**config.mk**
```make
export PLATFORM = sky130hd
export DESIGN_NAME = mdio_phy_responder
export DESIGN_NICKNAME = d
export VERILOG_FILES = /design/src/rtl/mdio_phy_responder.sv
export SDC_FILE = /design/constraint.sdc
export NUM_CORES = 1
export LEC_CHECK = 0
export CAP_MARGIN = 20
export CORE_MARGIN = 2
export CORE_UTILIZATION = 55
export DETAILED_ROUTE_END_ITERATION = 7
export PLACE_DENSITY = 0.72
export SYNTH_ARGS = -nofsm -noshare
export SYNTH_HDL_FRONTEND = slang
export SYNTH_SLANG_ARGS = --single-unit
```
**constraint.sdc**
```tcl
create_clock -name clock -period 5 [get_ports clock]
set_input_delay 0.75 -clock clock [delete_from_list [all_inputs] [get_ports clock]]
set_output_delay 0.75 -clock clock [all_outputs]
set_load 0.02 [all_outputs]
```
**src/rtl/mdio_phy_responder.sv**
```systemverilog
// Clause-22 MDIO management responder: synchronises MDC/MDIO, decodes frames addressed
// to PHY_ADDR and serves BMCR, BMSR, PHY ID and a scratch register.
module mdio_phy_responder #(
    parameter logic [4:0]  PHY_ADDR     = 5'd1,
    parameter logic [15:0] PHY_ID1      = 16'h0022,
    parameter logic [15:0] PHY_ID2      = 16'h1622,
    parameter int unsigned PREAMBLE_LEN = 32
) (
    input  logic clock,
    input  logic reset,
    input  logic mdc,
    input  logic mdio_i,
    output logic mdio_o,
    output logic mdio_oe,
    input  logic link_up,
    output logic ctrl_loopback,
    output logic ctrl_speed100,
    output logic ctrl_power_down,
    output logic frame_err
);
    localparam int unsigned PCW = 6;
    localparam int unsigned BCW = 4;
    localparam int unsigned AW  = 5;
    localparam int unsigned DW  = 16;
    localparam logic [DW-1:0]  BMCR_RST   = 16'h3100;
    localparam logic [DW-1:0]  BMCR_WMASK = 16'h7D00;
    localparam logic [DW-1:0]  BMSR_BASE  = 16'h7809;
    localparam logic [PCW-1:0] PRE_MAX    = PCW'(PREAMBLE_LEN);

    typedef enum logic [2:0] {
        S_PRE, S_ST1, S_OP, S_PHYAD, S_REGAD, S_TA, S_DATA
    } state_t;

    state_t         state, state_nxt;
    logic [2:0]     mdc_sync;
    logic [1:0]     mdio_sync;
    logic           mdc_edge, bit_in, addr_match;
    logic [BCW-1:0] cnt, cnt_nxt;
    logic [PCW-1:0] pre_cnt, pre_nxt;
    logic           rd_op, rd_op_nxt;
    logic [AW-1:0]  phyad, phyad_nxt, regad, regad_nxt;
    logic [DW-1:0]  shreg, shreg_nxt;
    logic           mdio_o_nxt, mdio_oe_nxt;
    logic           err_c, wr_c, rd_done_c;
    logic [AW-1:0]  rd_addr_c;
    logic [DW-1:0]  rd_data_c, wr_data_c;
    logic [DW-1:0]  bmcr, scratch;
    logic           link_lat;

    // Two-flop synchronisers; the third MDC flop only serves edge detection.
    always_ff @(posedge clock or negedge reset) begin
        if (!reset) begin
            mdc_sync  <= '0;
            mdio_sync <= '1;
        end else begin
            mdc_sync  <= {mdc_sync[1:0], mdc};
            mdio_sync <= {mdio_sync[0], mdio_i};
        end
    end

    assign mdc_edge   = mdc_sync[1] & ~mdc_sync[2];
    assign bit_in     = mdio_sync[1];
    assign addr_match = (phyad == PHY_ADDR);
    assign rd_addr_c  = {regad[AW-2:0], bit_in};
    assign wr_data_c  = {shreg[DW-2:0], bit_in};

    always_comb begin
        rd_data_c = '0;
        case (rd_addr_c)
            5'd0:    rd_data_c = bmcr;
            5'd1:    rd_data_c = BMSR_BASE | {13'd0, link_lat, 2'd0};
            5'd2:    rd_data_c = PHY_ID1;
            5'd3:    rd_data_c = PHY_ID2;
            5'd31:   rd_data_c = scratch;
            default: rd_data_c = '0;
        endcase
    end

    always_ff @(posedge clock or negedge reset) begin
        if (!reset) state <= S_PRE;
        else        state <= state_nxt;
    end

    // Frame sequencing: one sampled bit per MDC edge.
    always_comb begin
        state_nxt = state;
        cnt_nxt   = cnt;
        pre_nxt   = pre_cnt;
        err_c     = 1'b0;
        if (mdc_edge) begin
            cnt_nxt = cnt + BCW'(1);
            case (state)
                S_PRE: begin
                    cnt_nxt = '0;
                    if (bit_in) begin
                        if (pre_cnt < PRE_MAX) pre_nxt = pre_cnt + PCW'(1);
                    end else if (pre_cnt >= PRE_MAX) begin
                        state_nxt = S_ST1;
                    end else begin
                        pre_nxt = '0;
                    end
                end
                S_ST1: begin
                    cnt_nxt = '0;
                    if (bit_in) begin
                        state_nxt = S_OP;
                    end else begin
                        err_c     = 1'b1;
                        state_nxt = S_PRE;
                        pre_nxt   = '0;
                    end
                end
                S_OP: begin
                    if (cnt == BCW'(1)) begin
                        cnt_nxt = '0;
                        if (bit_in == rd_op) begin
                            err_c     = 1'b1;
                            state_nxt = S_PRE;
                            pre_nxt   = '0;
                        end else begin
                            state_nxt = S_PHYAD;
                        end
                    end
                end
                S_PHYAD: begin
                    if (cnt == BCW'(4)) begin
                        cnt_nxt   = '0;
                        state_nxt = S_REGAD;
                    end
                end
                S_REGAD: begin
                    if (cnt == BCW'(4)) begin
                        cnt_nxt   = '0;
                        state_nxt = S_TA;
                    end
                end
                S_TA: begin
                    if (cnt == BCW'(1)) begin
                        cnt_nxt   = '0;
                        state_nxt = S_DATA;
                    end
                    // Write turnaround must be 1 then 0; foreign frames are never flagged.
                    if (!rd_op && addr_match && (bit_in != (cnt == '0))) begin
                        err_c     = 1'b1;
                        cnt_nxt   = '0;
                        state_nxt = S_PRE;
                        pre_nxt   = '0;
                    end
                end
                S_DATA: begin
                    if (cnt == BCW'(15)) begin
                        cnt_nxt   = '0;
                        state_nxt = S_PRE;
                        pre_nxt   = '0;
                    end
                end
                default: begin
                    cnt_nxt   = '0;
                    state_nxt = S_PRE;
                    pre_nxt   = '0;
                end
            endcase
        end
    end

    // Field capture, read shifting and pad control.
    always_comb begin
        rd_op_nxt   = rd_op;
        phyad_nxt   = phyad;
        regad_nxt   = regad;
        shreg_nxt   = shreg;
        mdio_o_nxt  = mdio_o;
        mdio_oe_nxt = mdio_oe;
        wr_c        = 1'b0;
        rd_done_c   = 1'b0;
        if (mdc_edge) begin
            case (state)
                S_OP: begin
                    if (cnt == '0) rd_op_nxt = bit_in;
                end
                S_PHYAD: phyad_nxt = {phyad[AW-2:0], bit_in};
                S_REGAD: begin
                    regad_nxt = rd_addr_c;
                    if (cnt == BCW'(4)) shreg_nxt = rd_data_c;
                end
                S_TA: begin
                    if (rd_op && addr_match) begin
                        if (cnt == '0) begin
                            mdio_oe_nxt = 1'b1;
                            mdio_o_nxt  = 1'b0;
                        end else begin
                            mdio_o_nxt = shreg[DW-1];
                            shreg_nxt  = wr_data_c;
                        end
                    end
                end
                S_DATA: begin
                    shreg_nxt = wr_data_c;
                    if (addr_match) begin
                        if (rd_op) begin
                            if (cnt == BCW'(15)) begin
                                mdio_oe_nxt = 1'b0;
                                mdio_o_nxt  = 1'b1;
                                rd_done_c   = (regad == AW'(1));
                            end else begin
                                mdio_o_nxt = shreg[DW-1];
                            end
                        end else if (cnt == BCW'(15)) begin
                            wr_c = 1'b1;
                        end
                    end
                end
                default: ;
            endcase
        end
    end

    always_ff @(posedge clock or negedge reset) begin
        if (!reset) begin
            cnt       <= '0;
            pre_cnt   <= '0;
            rd_op     <= 1'b0;
            phyad     <= '0;
            regad     <= '0;
            shreg     <= '0;
            mdio_o    <= 1'b1;
            mdio_oe   <= 1'b0;
            frame_err <= 1'b0;
        end else begin
            cnt       <= cnt_nxt;
            pre_cnt   <= pre_nxt;
            rd_op     <= rd_op_nxt;
            phyad     <= phyad_nxt;
            regad     <= regad_nxt;
            shreg     <= shreg_nxt;
            mdio_o    <= mdio_o_nxt;
            mdio_oe   <= mdio_oe_nxt;
            frame_err <= err_c;
        end
    end

    // Register file; link status latches low until a completed BMSR read.
    always_ff @(posedge clock or negedge reset) begin
        if (!reset) begin
            bmcr     <= BMCR_RST;
            scratch  <= '0;
            link_lat <= 1'b0;
        end else begin
            if (wr_c && regad == AW'(0))
                bmcr <= wr_data_c[DW-1] ? BMCR_RST : (wr_data_c & BMCR_WMASK);
            if (wr_c && regad == AW'(31))
                scratch <= wr_data_c;
            if (!link_up)
                link_lat <= 1'b0;
            else if (rd_done_c)
                link_lat <= 1'b1;
        end
    end

    assign ctrl_loopback   = bmcr[14];
    assign ctrl_speed100   = bmcr[13];
    assign ctrl_power_down = bmcr[11];

endmodule

```
==> results.toml, run 1 <==
[timing]
period_share_pct = 55.8
rsz0062_at_grt = "false"
finalMaxSlewViolations = 0
timing.setup.tns_ns = 0
whs_ns = 0.288
fin_skew_ns = 0.0115
slew_headroom_pct = 33.6
finalSetupViolCount = 0
clock.fmax_ghz = 0.358
hold_violations = 0
min_period_ns = 2.79
tightest_slew_ns = 0.993

[power]
comb_power_share_pct = 28.3
power.leakage_nw = 1.75
swShare_pct = 37.8
p_int_w = 0.00101
power.density_nw_per_um2 = 405
p_seq_share_pct = 46.3
clock_power_share_pct = 25.4
p_sw_w = 0.000614
peakVddDrop_mv = 0.197

[yosys]
yosys_warnings = 0
synth-main-ff-cell = "dfrtp_1"
synth_seq_cells = 71
syn-num-nets = 363
avgSynthCellArea_sq_um = 10.6
synthDistinctLibCells = 64
synth_edf_count = 0
yosysSeqAreaShare_pct = 47.7
synthCells = 353
syn_area_sq_um = 3740
async_flop_share_pct = 100

[layout]
layout-drive-gt1-share_pct = 20.1
mostFrequentLayoutCells = "dfrtp_1, o21ai_0, nand2_1"
syn2layout_area_growth_pct = 7.43
diodes = 0
fin_nets = 363
final_common_cell = "dfrtp_1"

[global_route]
grt_pass1_wl_mm = 12.9
grt_usage_pct = 22.3
met2_usage_pct = 33.5
grt-ovfl-total = 0
use_met1_pct = 31.9
met3_usage_pct = 5.90
antenna_found_initial = 0
grt_pass1_vias = 2603
grt_busiest_layer = "met2"
grt_max_degree = 58

[placed_design]
port_buffers = 10
dp.final_hpwl_mm = 4.95
gp_congestion = 0.914

[job]
maxCapViolCount = 0

[routing]
vias = 2766
drtIter0Drc = 201
wirelength_mm = 7.61
postRouteAntennaNets = 0
via_per_inst = 6.32
drc = 0
wire_per_inst_um = 17.4
firstDrtPassIters = 5

[critical_path]
cpLargestDelayFamily = "simple AND/OR/NAND/NOR gates"
slowest_delay_ns = 0.82
worstSetupPathType = "reg2reg"
worst_setup_path_start_kind = "flip-flop"
critPathSlowestCell = "nor3_4"
cp.required_ns = 5.24
critPathBufInv = 0
worstPathCellList = "nand3b_1 -> or3_1 -> nor3_4 -> mux2_2"
cp_max_fo = 20
arrival_ns = 3.03
crit_path_end_kind = "flip-flop"

[min_path]
hold_path.class = "in2async"

[clock_tree]
cts-resized-gates = 0
clk_pin_slew_ns = 0.09
cts_tree = "built"
cts-hold-fix-buffers = 0
root_buffer = "clkbuf_8"
insertion_delay_ns = 0.35
postCtsSetupRepairBufs = 0
numCtsBuffers = 9
cts_max_level = 3
cts_sinks = 71
cts_max_path_buffers = 2

[floorplanning]
start_util_pct = 55.9
fp-row-count = 30
io_pins = 11
dieArea_sq_um = 7470
dieWidth_um = 86.4
core_area_sq_um = 6680
fp.dieH_um = 86.4

[status]
status = "completed"
cells in the mapped netlist (5+ instances only):
| cell | instances | share of area [%] |
|---|---|---|
| clkbuf_1 | 14 | 1.4 |
| dfrtp_1 | 65 | 44 |
| dfstp_2 | 6 | 4.2 |
| and3_1 | 5 | 0.84 |
| nor2_1 | 18 | 1.8 |
| nor2b_1 | 6 | 1.0 |
| ha_1 | 5 | 1.7 |
| nand2b_1 | 6 | 1.0 |
| buf_2 | 6 | 0.80 |
| o21ai_0 | 36 | 4.8 |
| nand2_1 | 35 | 3.5 |
| inv_1 | 10 | 1.0 |
| mux2_2 | 22 | 6.6 |
| o31ai_1 | 5 | 1.0 |
| a21oi_1 | 9 | 1.2 |
| mux2_4 | 10 | 4.0 |
| nand3_1 | 8 | 1.1 |
| a22oi_1 | 5 | 1.0 |
routing by layer:
metal  vias to the layer above  routed length [um]  share of wire (%)
met5                         -                   0                  0
met4                         0                  86                1.1
met3                         9                 404                5.3
met2                        82                3550                 47
met1                      1387                3560                 47
li1                       1288                   -                  -
sequential cells by signal, summed over array words and instances (netlist names), 4 cells and up:
name,cells
shreg,16
bmcr,6
phyad,5
cnt,4
pre_cnt,6
scratch,16
regad,5
kinds of logic (layout without fill, tap and decap cells):
kind of cell | after synthesis | count (layout) | share of synthesized area, %
buf+inv | 34 | 39 | 4.22
compound gates | 97 | 97 | 18.5
simple gates | 112 | 112 | 16.7
mux | 33 | 33 | 10.9
xor+xnor | 1 | 1 | 0.234
flops | 71 | 71 | 47.7
fa+ha+maj | 5 | 5 | 1.67
layout make-up:
cell class / instances / area [sq um]
inverters: 10 / 37.5
multi-input cells: 248 / 1800
clock inverters: 6 / 46.3
fillers: 570 / 2670
repair buffers: 13 / 118
well taps: 80 / 100
clock buffers: 10 / 128
flip-flops and latches: 71 / 1780
metrics by stage:
step | total power [W] | area [sq um] | instances | util (%) | setup WS (ns)
finish | 0.00163 | 4020 | 438 | 60.1 | 2.21
global route | 0.00173 | 4020 | 438 | 60.1 | 2.10
CTS | 0.00163 | 4020 | 438 | 60.1 | 2.23
floorplan | 0.00110 | 3740 | 353 | - | 2.81
global placement | 0.00121 | 3840 | 422 | 57.5 | 2.31
detailed placement | 0.00122 | 3840 | 422 | 57.5 | 2.25
final timing paths:
check	startpoint	to	slack, ns	cells after the start
setup / recovery	state[1]$_DFFE_PN0P_	scratch[1]$_DFFE_PN0P_	2.21	4
max in group asynchronous	reset	scratch[5]$_DFFE_PN0P_	3.69	2
hold / removal	reset	state[2]$_DFFE_PN0P_	0.29	1
setup reg to reg	state[1]$_DFFE_PN0P_	scratch[1]$_DFFE_PN0P_	2.21	4
hold reg to reg	mdc_sync[0]$_DFF_PN0_	mdc_sync[1]$_DFF_PN0_	0.36	0
min in group clock	mdc_sync[0]$_DFF_PN0_	mdc_sync[1]$_DFF_PN0_	0.36	0
power by group through the flow:
stage | combinational [W] | sequential, W | clock [W]
2_1_floorplan | 0.000404 | 0.000696 | 0
3_3_place_gp | 0.000453 | 0.000758 | 0
3_5_place_dp | 0.000458 | 0.000762 | 0
4_1_cts | 0.000460 | 0.000751 | 0.000424
5_1_grt | 0.000515 | 0.000767 | 0.000446
6_report | 0.000460 | 0.000753 | 0.000413
worst register-to-register path, stage by stage, from the launching register on:
cell,delay [ns]
dfrtp_1,0.70
nand3b_1,0.27
or3_1,0.47
nor3_4,0.82
mux2_2,0.42
No activity file was read; power rests on OpenSTA's default activity.
==> run 2: changes to the inputs <==
==> constraint.sdc (replaced) <==
create_clock -name clock -period 2.8 [get_ports clock]
set_input_delay 0.42 -clock clock [delete_from_list [all_inputs] [get_ports clock]]
set_output_delay 0.42 -clock clock [all_outputs]
set_load 0.02 [all_outputs]
==> results.toml, run 2 (synthesis results as in run 1) <==
[status]
status = "completed"

[floorplanning]
dieArea_sq_um = 7470
io_pins = 11
fp.dieH_um = 86.4
fp-row-count = 30
start_util_pct = 55.9
dieWidth_um = 86.4
core_area_sq_um = 6680

[global_route]
use_met1_pct = 31.2
grt_usage_pct = 22.6
grt_max_degree = 37
grt-ovfl-total = 0
met2_usage_pct = 34.5
antenna_found_initial = 0
grt_pass1_wl_mm = 13.0
met3_usage_pct = 6.48
grt_pass1_vias = 2624
grt_busiest_layer = "met2"

[placed_design]
gp_congestion = 0.926
dp.final_hpwl_mm = 5.23
port_buffers = 10

[clock_tree]
insertion_delay_ns = 0.35
cts-resized-gates = 0
postCtsSetupRepairBufs = 0
cts_sinks = 71
clk_pin_slew_ns = 0.08
numCtsBuffers = 9
cts_tree = "built"
cts_max_path_buffers = 2
cts_max_level = 3
root_buffer = "clkbuf_8"
cts-hold-fix-buffers = 0

[timing]
clock.fmax_ghz = 0.422
rsz0062_at_grt = "false"
min_period_ns = 2.37
tightest_slew_ns = 0.786
slew_headroom_pct = 47.6
fin_skew_ns = 0.00526
finalMaxSlewViolations = 0
period_share_pct = 84.7
timing.setup.tns_ns = 0
finalSetupViolCount = 0
hold_violations = 0

[layout]
final_common_cell = "dfrtp_1"
mostFrequentLayoutCells = "dfrtp_1, o21ai_0, nand2_1"
diodes = 0
layout-drive-gt1-share_pct = 21.6
syn2layout_area_growth_pct = 8.77
fin_nets = 370
reg_top3 = "scratch (16), shreg (16)"

[routing]
wire_per_inst_um = 17.5
drtIter0Drc = 96
drc = 0
wirelength_mm = 7.79
via_per_inst = 6.12
postRouteAntennaNets = 0
vias = 2723
firstDrtPassIters = 5

[power]
peakVddDrop_mv = 0.414
total_power_w = 0.00295
power.leakage_nw = 1.78
power.density_nw_per_um2 = 726

[critical_path]
r2r_slack_ns = 0.43
worst_setup_path_start_kind = "flip-flop"
crit_path_end_kind = "flip-flop"
slowest_delay_ns = 0.43
rr_startpoint = "cnt[0]$_DFFE_PN0P_"
crit_start = "cnt[0]$_DFFE_PN0P_"
cp.required_ns = 3.04
cp_max_fo = 6
r2r_cells = 7
critPathSlowestCell = "dfrtp_1"
worstSetupPathType = "reg2reg"
worstPathCellList = "inv_1 -> ha_1 -> or3b_4 -> and2_1 -> o211a_1 -> o21ai_1 -> mux2_2"
arrival_ns = 2.61

[min_path]
hold_path.class = "in2async"

[job]
maxCapViolCount = 0
-- run 2: cell count changes in the layout (fill, tap and decap cells not counted) --
cell        before  now
inv_6            1    3
nor4_2           1    0
nor4_1           2    3
clkinv_4         2    0
buf_4            3   10
clkbuf_1         1    0
clkinvlp_4       2    3
-- run 2: worst paths after layout --
kind	to
setup reg to reg	state[0]$_DFFE_PN0P_
setup / recovery	state[0]$_DFFE_PN0P_
min in group clock	mdc_sync[1]$_DFF_PN0_
hold reg to reg	mdc_sync[1]$_DFF_PN0_
max in group asynchronous	bmcr[13]$_DFFE_PN1P_
hold / removal	pre_cnt[2]$_DFFE_PN0P_
-- run 2: stage by stage --
step | hold slack (ns) | cells | cell area (sq um) | utilization (%) | setup WS [ns]
final | 0.146 | 445 | 4070 | 60.8 | 0.428
after global routing | 0.199 | 445 | 4070 | 60.8 | 0.281
after CTS | 0.168 | 445 | 4070 | 60.8 | 0.453
after detailed placement | 0.337 | 429 | 3890 | 58.2 | 0.461
after global placement | 0.334 | 429 | 3890 | 58.2 | 0.549
after floorplan | 0.124 | 353 | 3740 | - | 0.614
-- run 2: per-layer routing --
| metal | share of wire (%) | routed length [um] |
|---|---|---|
| met1 | 47 | 3700 |
| met2 | 47 | 3640 |
| met3 | 4.4 | 340 |
| met4 | 1.4 | 110 |
| met5 | 0 | 0 |
-- run 2: area by class of cell --
| class | instances | area, sq um |
|---|---|---|
| inverter | 10 | 37.5 |
| timing repair buffer | 20 | 170 |
| tap | 80 | 100 |
| clock inverter | 7 | 53.8 |
| multi-input combinational | 248 | 1800 |
| fill | 561 | 2620 |
| sequential | 71 | 1780 |
| clock buffer | 9 | 124 |
-- run 2: power breakdown --
part           total (W)  internal, W  switching (W)
registers        0.00132      0.00114       0.000180
logic           0.000887     0.000373       0.000514
clock network   0.000750     0.000328       0.000422
-- run 2: worst max-delay path: cells and delay by family (launching register included) --
kind / cells / cell delay (ns)
DFF: 1 / 0.43
and+or+nand+nor: 2 / 0.63
buffers and inverters: 1 / 0.10
adders and majority gates: 1 / 0.20
AOI/OAI and AO/OA: 2 / 0.55
muxes: 1 / 0.37
==> run 3: changes to the inputs <==
==> constraint.sdc (replaced) <==
create_clock -name clock -period 2.3 [get_ports clock]
set_input_delay 0.345 -clock clock [delete_from_list [all_inputs] [get_ports clock]]
set_output_delay 0.345 -clock clock [all_outputs]
set_load 0.02 [all_outputs]
==> results.toml, run 3 (synthesis results as in run 1) <==
[status]
status = "completed"

[routing]
firstDrtPassIters = 5
vias = 2819
via_per_inst = 6.11
postRouteAntennaNets = 0
wire_per_inst_um = 17.1
drtIter0Drc = 119
wirelength_mm = 7.91
drc = 0

[clock_tree]
cts-hold-fix-buffers = 0
insertion_delay_ns = 0.35
cts_sinks = 71
cts_max_level = 3
numCtsBuffers = 9
root_buffer = "clkbuf_8"
cts_tree = "built"
cts_max_path_buffers = 2
clk_pin_slew_ns = 0.08

[timing]
finalMaxSlewViolations = 0
whs_ns = 0.0163
tightest_slew_ns = 0.448
fin_skew_ns = 0.0134
timing.setup.tns_ns = 0
min_period_ns = 2.21
period_share_pct = 95.9
finalSetupViolCount = 0
clock.fmax_ghz = 0.453
hold_violations = 0
slew_headroom_pct = 69.9
rsz0062_at_grt = "false"

[global_route]
antenna_found_initial = 0
grt_usage_pct = 23.2
grt-ovfl-total = 0
grt_pass1_vias = 2795
grt_pass1_wl_mm = 13.5
grt_max_degree = 72

[layout]
fin_nets = 386
n_fill_cell = 542
mostFrequentLayoutCells = "dfrtp_1, o21ai_0, nand2_1"
reg_top3 = "scratch (16), shreg (16)"
layout-drive-gt1-share_pct = 26.5
syn2layout_area_growth_pct = 13.9
fin_area_sq_um = 4260
final_common_cell = "dfrtp_1"
diodes = 0
layout.cells.non_filler = 461

[floorplanning]
core_area_sq_um = 6680
start_util_pct = 55.9
io_pins = 11
dieWidth_um = 86.4
fp-row-count = 30
dieArea_sq_um = 7470
fp.dieH_um = 86.4

[critical_path]
worst_setup_path_start_kind = "flip-flop"
cp_max_fo = 6
worstSetupPathType = "reg2reg"
arrival_ns = 2.44
crit_path_end_kind = "flip-flop"
cp.required_ns = 2.53

[placed_design]
gp_congestion = 0.921
place_area_sq_um = 4050
place_inst = 444
dp.final_hpwl_mm = 5.31
port_buffers = 10

[power]
peakVddDrop_mv = 0.432
power.leakage_nw = 1.89
power.density_nw_per_um2 = 878

[job]
maxCapViolCount = 0

[min_path]
hold_path.class = "in2async"
[run 3: cell types whose count changed in the layout (fill, tap and decap cells not counted), sizes merged]
cell      delta
buf         +16
clkbuf       +2
inv          -2
clkinv       +1
clkinvlp     -1
[run 3: critical path, stage by stage, from the launching register on]
cell and delay (ns):
dfrtp_1 0.44, inv_2 0.08, ha_2 0.19, or3b_4 0.40, and2_4 0.18, o211a_4 0.27
o211ai_1 0.19, mux2_2 0.35
[run 3: stage by stage]
stage | util [%] | setup WS [ns] | total power (W)
3_5_place_dp | 60.6 | 0.0120 | 0.00280
4_1_cts | 63.3 | 0.00267 | 0.00371
3_3_place_gp | 60.6 | 0.0882 | 0.00277
2_1_floorplan | - | 0.114 | 0.00239
6_report | 63.7 | 0.0932 | 0.00374
5_1_grt | 63.7 | 0.00738 | 0.00399
[run 3: what timing repair did]
action,CTS,global route
pin swaps,0,1
setup endpoints to repair,1,12
resized for setup,1,7
buffers inserted,0,1
[run 3: worst paths after layout]
kind	depth (start not counted)	to	startpoint	slack, ns
max in group asynchronous	2	bmcr[13]$_DFFE_PN1P_	reset	1.95
min reg2reg	0	mdc_sync[1]$_DFF_PN0_	mdc_sync[0]$_DFF_PN0_	0.36
max reg2reg	7	state[1]$_DFFE_PN0P_	cnt[0]$_DFFE_PN0P_	0.09
min in group clock	0	mdc_sync[1]$_DFF_PN0_	mdc_sync[0]$_DFF_PN0_	0.36
max	7	state[1]$_DFFE_PN0P_	cnt[0]$_DFFE_PN0P_	0.09
min	2	pre_cnt[1]$_DFFE_PN0P_	reset	0.02
[run 3: layer usage]
| metal | wire, um | track usage (%) |
|---|---|---|
| met4 | 38 | 7.53 |
| met5 | 0 | 0 |
| met1 | 3700 | 32.4 |
| met2 | 3860 | 35.7 |
| met3 | 298 | 6.00 |
[run 3: layout make-up]
class                           instances  area (sq um)  area share, %
Sequential cell                        71          1780           41.9
Tap cell                               80           100           2.35
Inverter                               10          37.5          0.882
Clock inverter                          5          33.8          0.794
Timing Repair Buffer                   36           340           8.00
Clock buffer                           11           141           3.32
Multi-Input combinational cell        248          1820           42.7
[run 3: power by group]
| part | internal (W) | switching (W) | leakage [nW] |
|---|---|---|---|
| combinational | 0.000573 | 0.000679 | 0.849 |
| clock | 0.000421 | 0.000478 | 0.0857 |
| sequential | 0.00138 | 0.000201 | 0.954 |
